`config.mk`:
```
export PLATFORM = sky130hd
export DESIGN_NAME = prog_loader
export DESIGN_NICKNAME = d
export VERILOG_FILES = /design/src/rtl/prog_loader.sv
export SDC_FILE = /design/constraint.sdc
export NUM_CORES = 1
export LEC_CHECK = 0
export CAP_MARGIN = 20
export CORE_AREA = 5 5 70 104
export CTS_BUF_LIST = sky130_fd_sc_hd__clkbuf_4 sky130_fd_sc_hd__clkbuf_8 sky130_fd_sc_hd__clkbuf_16
export CTS_CLUSTER_DIAMETER = 40
export DETAILED_ROUTE_END_ITERATION = 8
export DIE_AREA = 0 0 75 109
export PLACE_DENSITY = 0.73
export SETUP_SLACK_MARGIN = 0.4
export SLEW_MARGIN = 0
export SYNTH_ARGS = -nofsm -noshare
export SYNTH_HDL_FRONTEND = slang
export SYNTH_SLANG_ARGS = --single-unit
```
`constraint.sdc`:
```
create_clock -name clk -period 3.99 [get_ports clk]
set_input_delay 0.399 -clock clk [delete_from_list [all_inputs] [get_ports clk]]
set_output_delay 0.399 -clock clk [all_outputs]
set_load 0.005 [all_outputs]
```
`src/rtl/prog_loader.sv`:
```
// Framed byte-stream program loader: parses SYNC/addr/len/data/csum frames, writes RAM, gates CPU reset.
// Optional mid-frame idle abort is enabled by defining LOADER_TIMEOUT_EN.
module prog_loader #(
    parameter logic [7:0]  SYNC_BYTE      = 8'hA5,
    parameter int unsigned TIMEOUT_CYCLES = 1024
) (
    input  logic        clk,
    input  logic        rst,
    input  logic [7:0]  in_data,
    input  logic        in_valid,
    output logic        in_ready,
    output logic        mem_we,
    output logic [15:0] mem_addr,
    output logic [7:0]  mem_data,
    output logic        cpu_hold,
    output logic        done,
    output logic        err
);

    typedef enum logic [2:0] {
        S_IDLE, S_ADDR_H, S_ADDR_L, S_LEN, S_DATA, S_WRITE, S_CSUM
    } state_t;

    state_t      r_state, w_state_nxt;
    logic [15:0] r_addr, w_addr_nxt;
    logic [7:0]  r_data, w_data_nxt;
    logic [8:0]  r_cnt, w_cnt_nxt;
    logic [7:0]  r_sum, w_sum_nxt;
    logic        r_we, w_we_nxt;
    logic        r_rdy, w_rdy_nxt;
    logic        r_hold, w_hold_nxt;
    logic        r_done, w_done_nxt;
    logic        r_err, w_err_nxt;
    logic        w_xfer;

`ifdef LOADER_TIMEOUT_EN
    localparam int unsigned TW = $clog2(TIMEOUT_CYCLES + 1);
    logic [TW-1:0] r_to, w_to_nxt;
`endif

    assign w_xfer = in_valid & r_rdy;

    // Next-state and next-output logic
    always_comb begin
        w_state_nxt = r_state;
        w_addr_nxt  = r_addr;
        w_data_nxt  = r_data;
        w_cnt_nxt   = r_cnt;
        w_sum_nxt   = r_sum;
        w_hold_nxt  = r_hold;
        w_done_nxt  = r_done;
        w_err_nxt   = r_err;
        case (r_state)
            S_IDLE: if (w_xfer && in_data == SYNC_BYTE) begin
                w_state_nxt = S_ADDR_H;
                w_hold_nxt  = 1'b1;
                w_done_nxt  = 1'b0;
                w_err_nxt   = 1'b0;
            end
            S_ADDR_H: if (w_xfer) begin
                w_addr_nxt  = {in_data, r_addr[7:0]};
                w_state_nxt = S_ADDR_L;
            end
            S_ADDR_L: if (w_xfer) begin
                w_addr_nxt  = {r_addr[15:8], in_data};
                w_state_nxt = S_LEN;
            end
            S_LEN: if (w_xfer) begin
                w_cnt_nxt   = (in_data == 8'd0) ? 9'd256 : {1'b0, in_data};
                w_sum_nxt   = 8'd0;
                w_state_nxt = S_DATA;
            end
            S_DATA: if (w_xfer) begin
                w_data_nxt  = in_data;
                w_sum_nxt   = r_sum + in_data;
                w_state_nxt = S_WRITE;
            end
            S_WRITE: begin
                w_addr_nxt  = r_addr + 16'd1;
                w_cnt_nxt   = r_cnt - 9'd1;
                w_state_nxt = (r_cnt == 9'd1) ? S_CSUM : S_DATA;
            end
            S_CSUM: if (w_xfer) begin
                if (in_data == r_sum) begin
                    w_done_nxt = 1'b1;
                    w_hold_nxt = 1'b0;
                end else begin
                    w_err_nxt  = 1'b1;
                end
                w_state_nxt = S_IDLE;
            end
            default: w_state_nxt = S_IDLE;
        endcase
`ifdef LOADER_TIMEOUT_EN
        // Count consecutive stalled cycles inside a frame; abort when the budget runs out
        w_to_nxt = '0;
        if (r_state != S_IDLE && !w_xfer) begin
            if (r_to == TW'(TIMEOUT_CYCLES - 1)) begin
                w_state_nxt = S_IDLE;
                w_err_nxt   = 1'b1;
                w_done_nxt  = 1'b0;
                w_hold_nxt  = 1'b1;
            end else begin
                w_to_nxt = r_to + TW'(1);
            end
        end
`endif
        w_we_nxt  = (w_state_nxt == S_WRITE);
        w_rdy_nxt = (w_state_nxt != S_WRITE);
    end

    always_ff @(posedge clk or negedge rst) begin
        if (!rst) begin
            r_state <= S_IDLE;
            r_addr  <= 16'd0;
            r_data  <= 8'd0;
            r_cnt   <= 9'd0;
            r_sum   <= 8'd0;
            r_we    <= 1'b0;
            r_rdy   <= 1'b1;
            r_hold  <= 1'b1;
            r_done  <= 1'b0;
            r_err   <= 1'b0;
`ifdef LOADER_TIMEOUT_EN
            r_to    <= '0;
`endif
        end else begin
            r_state <= w_state_nxt;
            r_addr  <= w_addr_nxt;
            r_data  <= w_data_nxt;
            r_cnt   <= w_cnt_nxt;
            r_sum   <= w_sum_nxt;
            r_we    <= w_we_nxt;
            r_rdy   <= w_rdy_nxt;
            r_hold  <= w_hold_nxt;
            r_done  <= w_done_nxt;
            r_err   <= w_err_nxt;
`ifdef LOADER_TIMEOUT_EN
            r_to    <= w_to_nxt;
`endif
        end
    end

    assign in_ready = r_rdy;
    assign mem_we   = r_we;
    assign mem_addr = r_addr;
    assign mem_data = r_data;
    assign cpu_hold = r_hold;
    assign done     = r_done;
    assign err      = r_err;

endmodule

```
Word level (Yosys, flattened, before mapping) --
Cells that the tools add are included. W data, S select, Z words.
Storage, ports and cells: register bits 49, input bits 11, output and inout bits 29, logic and storage cells 79
Cells by class: $add $sub $neg 3, equal/unequal tests 19, multiplexer cells 28, bitwise gates (word level) 3, reductions and logical operators 15
Operators with widths (count):
- $pmux W16 S3 | 1
- $mux W8 | 3
- $pmux W3 S7 | 1
- $mux W3 | 6
- $mux W9 | 2
- $pmux W9 S2 | 1
- $add A16 B1 Y16 const B | 1
- $mux W16 | 1
- $ne A2 B2 Y1 const B | 8
- $pmux W8 S2 | 1
- $eq A3 B3 Y1 const B | 4
- $reduce_bool A2 Y1 | 5
- $eq A9 B1 Y1 const B | 1
- $reduce_and A3 Y1 | 3
- $sub A9 B1 Y9 const B | 1
- $add A8 B8 Y8 | 1
- $eq A8 B8 Y1 | 1
- $eq A8 B8 Y1 const B | 1
- $logic_not A8 Y1 | 1
- $mux W1 | 8
- $reduce_and A4 Y1 | 2
- $eq A3 B2 Y1 const B | 2
- $pmux W1 S2 | 3
- $reduce_and A2 Y1 | 2
- 7 further kinds | 8

Logic depth before layout (Yosys ltp) --
word-level depth 5, gate-level depth with buffers 8, gate-level depth less buffers 7

Worst setup path after synthesis --
Ideal clock, no wire load.
path kind in2reg, start input port in_data[0], end register r_sum[6], setup time 0.095 ns, arrival 1.864 ns, data required time 3.895 ns, slack 2.031 ns, stages 7, path buffers 0, path through ha_1 fa_1 a211oi_1 nor2_1 o21a_1 o21a_1 o31ai_1
On the way: cells in the longest elaborated chain, start to end 3
Ends and longest elaborated chain:
- from (decl) | line 9 | input logic [7:0] in_data,
- $add A8 B8 Y8 | line 75 | w_sum_nxt = r_sum + in_data;
- $mux W8 | line 73 | S_DATA: if (w_xfer) begin
- $pmux W8 S2 | line 53 | case (r_state)
- to (signal assigned) | line 132 | r_sum <= w_sum_nxt;
- to (decl) | line 28 | logic [7:0] r_sum, w_sum_nxt;
No other way between the ends. The select of a mux whose other input is x is not followed. A chain may end at the register's enable or synchronous reset.

Worst setup path in the final report --
Same ends and word-level chain as after synthesis.

==> impl_metrics.py <==
metrics = {
    "run_status": {
        "status": "complete, no violations",
    },
    "cts": {
        "cts_tree": "done",
        "h-tree-depth": 2,
        "cts_buffers": 5,
        "cts_setup_buffers": 0,
        "ctsHoldBuffers": 0,
        "clk_pin_slew_worst_paths_ps": 100,
        "clock-sinks": 49,
        "cts-resized-gates": 0,
        "cts-root-buf": "clkbuf_8",
        "clk_path_buf_depth": 2,
        "clk_latency_ps": 310,
    },
    "drt": {
        "vias": 2560,
        "wl_met2_mm": 3.71,
        "vias_per_cell": 6.04,
        "wl_per_cell_microns": 17.4,
        "finalWirelength_mm": 7.39,
        "antenna_left": 0,
        "drtIter0Drc": 201,
        "top_layer": "met4",
        "firstDrtPassIters": 5,
        "wl_met1_mm": 3.10,
        "drc": 0,
        "wl_met3_microns": 376,
    },
    "die": {
        "die_y_microns": 109,
        "initial_core_util_pct": 45.9,
        "ios": 40,
        "fp.dieArea_sq_um": 8180,
        "core_area_sq_um": 6350,
        "rows": 36,
        "chipWidth_microns": 75,
    },
    "global_route": {
        "grt.total_usage_pct": 19.7,
        "grt_pass1_wl_mm": 12.3,
        "antenna_found_initial": 0,
        "grt_pass1_vias": 2463,
        "grt_max_degree": 50,
        "overflow": 0,
    },
    "critical_path": {
        "critPathSlowestCell": "clkdlybuf4s50_1",
        "reg2reg_to": "r_cnt[4]$_DFFE_PN0P_",
        "crit_top_cell": "o21a_1",
        "required_ps": 4210,
        "critPathBufInv": 1,
        "crit_chain": "clkdlybuf4s50_1 > ha_1 > fa_1 > a211oi_1 > nor2_1 > o21a_1 > o21a_1 > o31ai_1",
        "r2r-start": "r_state[2]$_DFF_PN0_",
        "cp_data_arrival_time_ps": 2710,
        "cp.depth": 8,
        "critPathKind": "in -> reg",
        "cp_max_fo": 7,
        "critical_path.top_delay_family": "compound AO/OA/AOI/OAI gates",
        "reg2reg_depth": 3,
        "endpoint_kind": "flop",
        "slowest_delay_ps": 550,
        "ff2ff_setup_slack_ps": 1580,
        "start_kind": "input pin",
    },
    "sta": {
        "timing.fmax_ghz": 0.402,
        "tightest_slew_ps": 828,
        "tns_ps": 0,
        "setup_viol": 0,
        "period_share_pct": 62.3,
        "slew_headroom_pct": 44.8,
        "fin_ws_ps": 1500,
        "clock_skew_ps": 9.21,
        "final-hold-violation-count": 0,
        "period_needed_ps": 2490,
        "rsz0062_at_grt": "no",
        "report.final.slew_viol_count": 0,
    },
    "synth": {
        "synth_area_per_cell_sq_um": 9.23,
        "synth-seq-area-share_pct": 42.1,
        "syn-num-nets": 338,
        "synth.most_common_cell": "dfrtp_1",
        "synth_area_leaders": "dfrtp_1 (40%), nand2_1 (4.6%), ha_1 (4.3%), a21oi_1 (3.8%), mux2_1 (3.1%)",
        "synth_cells": 316,
        "synth-edff-count": 0,
        "yosys_most_used_dff": "dfrtp_1",
        "ys_ff_latch": 49,
        "synthTopCellsByCount": "dfrtp_1 (47), nand2_1 (36), nor2_1 (24)",
        "syn-cell-area_sq_um": 2920,
        "synthArstFlopShare_pct": 100,
        "post-synth-top-area-cell": "dfrtp_1",
        "ys_types": 61,
        "synth_top_area_share_pct": 40.3,
        "yosys_warnings": 0,
    },
    "cells_and_area": {
        "fillers": 584,
        "ff_latch_area_sq_um": 1230,
        "multiInputGateArea_sq_um": 1590,
        "n_antenna_cell": 0,
        "syn_to_final_growth_pct": 19.3,
        "stdcell_area_sq_um": 3480,
        "drive_gt1_share_pct": 6.03,
        "final_net_count": 369,
    },
    "place": {
        "dpl-instance-area_sq_um": 3340,
        "io_buffers": 39,
        "dp_hpwl_mm": 5.07,
        "gp_congestion": 0.853,
        "dp_slack_ps": 1250,
    },
    "power": {
        "ir_drop_v": 0.000327,
        "finalPower_uw": 2500,
        "power_density_nw_per_um2": 720,
        "p_leak_uw": 0.00146,
    },
    "job": {
        "maxCapViolations": 0,
    },
    "hold_path": {
        "hold_path_class": "in -> async",
    },
}
## registers in the layout, indices dropped and copies added (netlist names), 3 cells and up
name      flops
mem_addr     16
mem_data      8
r_sum         8
r_cnt         9
r_state       3
## stage by stage
step,cells,util [%],hold WS (ps)
2_1_floorplan,316,-,103
6_report,424,54.8,166
3_3_place_gp,416,52.6,475
3_5_place_dp,416,52.6,485
5_1_grt,424,54.8,243
4_1_cts,424,54.8,197
## per-layer routing
layer,track usage [%],vias up
met5,0,-
li1,-,1241
met1,25.7,1217
met2,31.4,86
met4,9.16,0
met3,3.32,16
## how the worst max path moves through the flow
| stage | from | to |
|---|---|---|
| after floorplan | in_data[0] | r_sum[6]$_DFFE_PN0P_ |
| after global placement | in_valid | mem_data[4]$_DFFE_PN0P_ |
| after detailed placement | in_valid | mem_data[6]$_DFFE_PN0P_ |
| after CTS | in_data[0] | r_sum[6]$_DFFE_PN0P_ |
| after global routing | in_valid | mem_data[0]$_DFFE_PN0P_ |
| final | in_data[0] | r_sum[6]$_DFFE_PN0P_ |
## placed cells by master (no fill, tap or decap), types with 4 or more instances in the layout
cell type,netlist,layout
and3_1,5,5
nand3_1,10,10
and2_1,5,5
xnor2_1,4,4
a211oi_1,4,4
o21ai_0,8,8
o211ai_1,7,7
o22ai_1,7,7
clkdlybuf4s50_1,0,38
dfrtp_1,47,47
o31ai_1,4,4
o22a_1,4,4
ha_1,10,10
nor2_1,24,24
nand2_1,36,36
a21oi_1,22,22
a31oi_1,5,5
clkbuf_8,0,5
mux2_1,8,8
o21ai_1,13,13
nand4_1,7,7
mux2i_1,5,5
nor3_1,7,7
inv_1,4,4
## where the power goes
group / internal, uW / leakage [uW] / total [uW] / switching, uW
sequential: 708 / 0.000605 / 986 / 279
clock: 252 / 0.0000687 / 436 / 183
combinational: 588 / 0.000784 / 1080 / 494
## cell families after synthesis
family,share of synthesized area (%)
xor+xnor,2.10
compound gates,21.8
fa+ha+maj,4.98
mux,5.19
simple gates,20.5
buf+inv,3.30
flops,42.1
## cell type report
cell class	count	share of cell area [%]
Multi-Input combinational cell	244	45.7
Tap cell	76	2.73
Inverter	5	0.540
Clock inverter	3	1.98
Clock buffer	5	1.98
Sequential cell	49	35.3
Timing Repair Buffer	42	11.7
## worst reg2reg max path: cells and delay by family, from the launching register on
kind            cells  cell delay [ps]
flops               1              900
compound gates      2              780
simple gates        1              640
(Power assumes the default switching activity.)
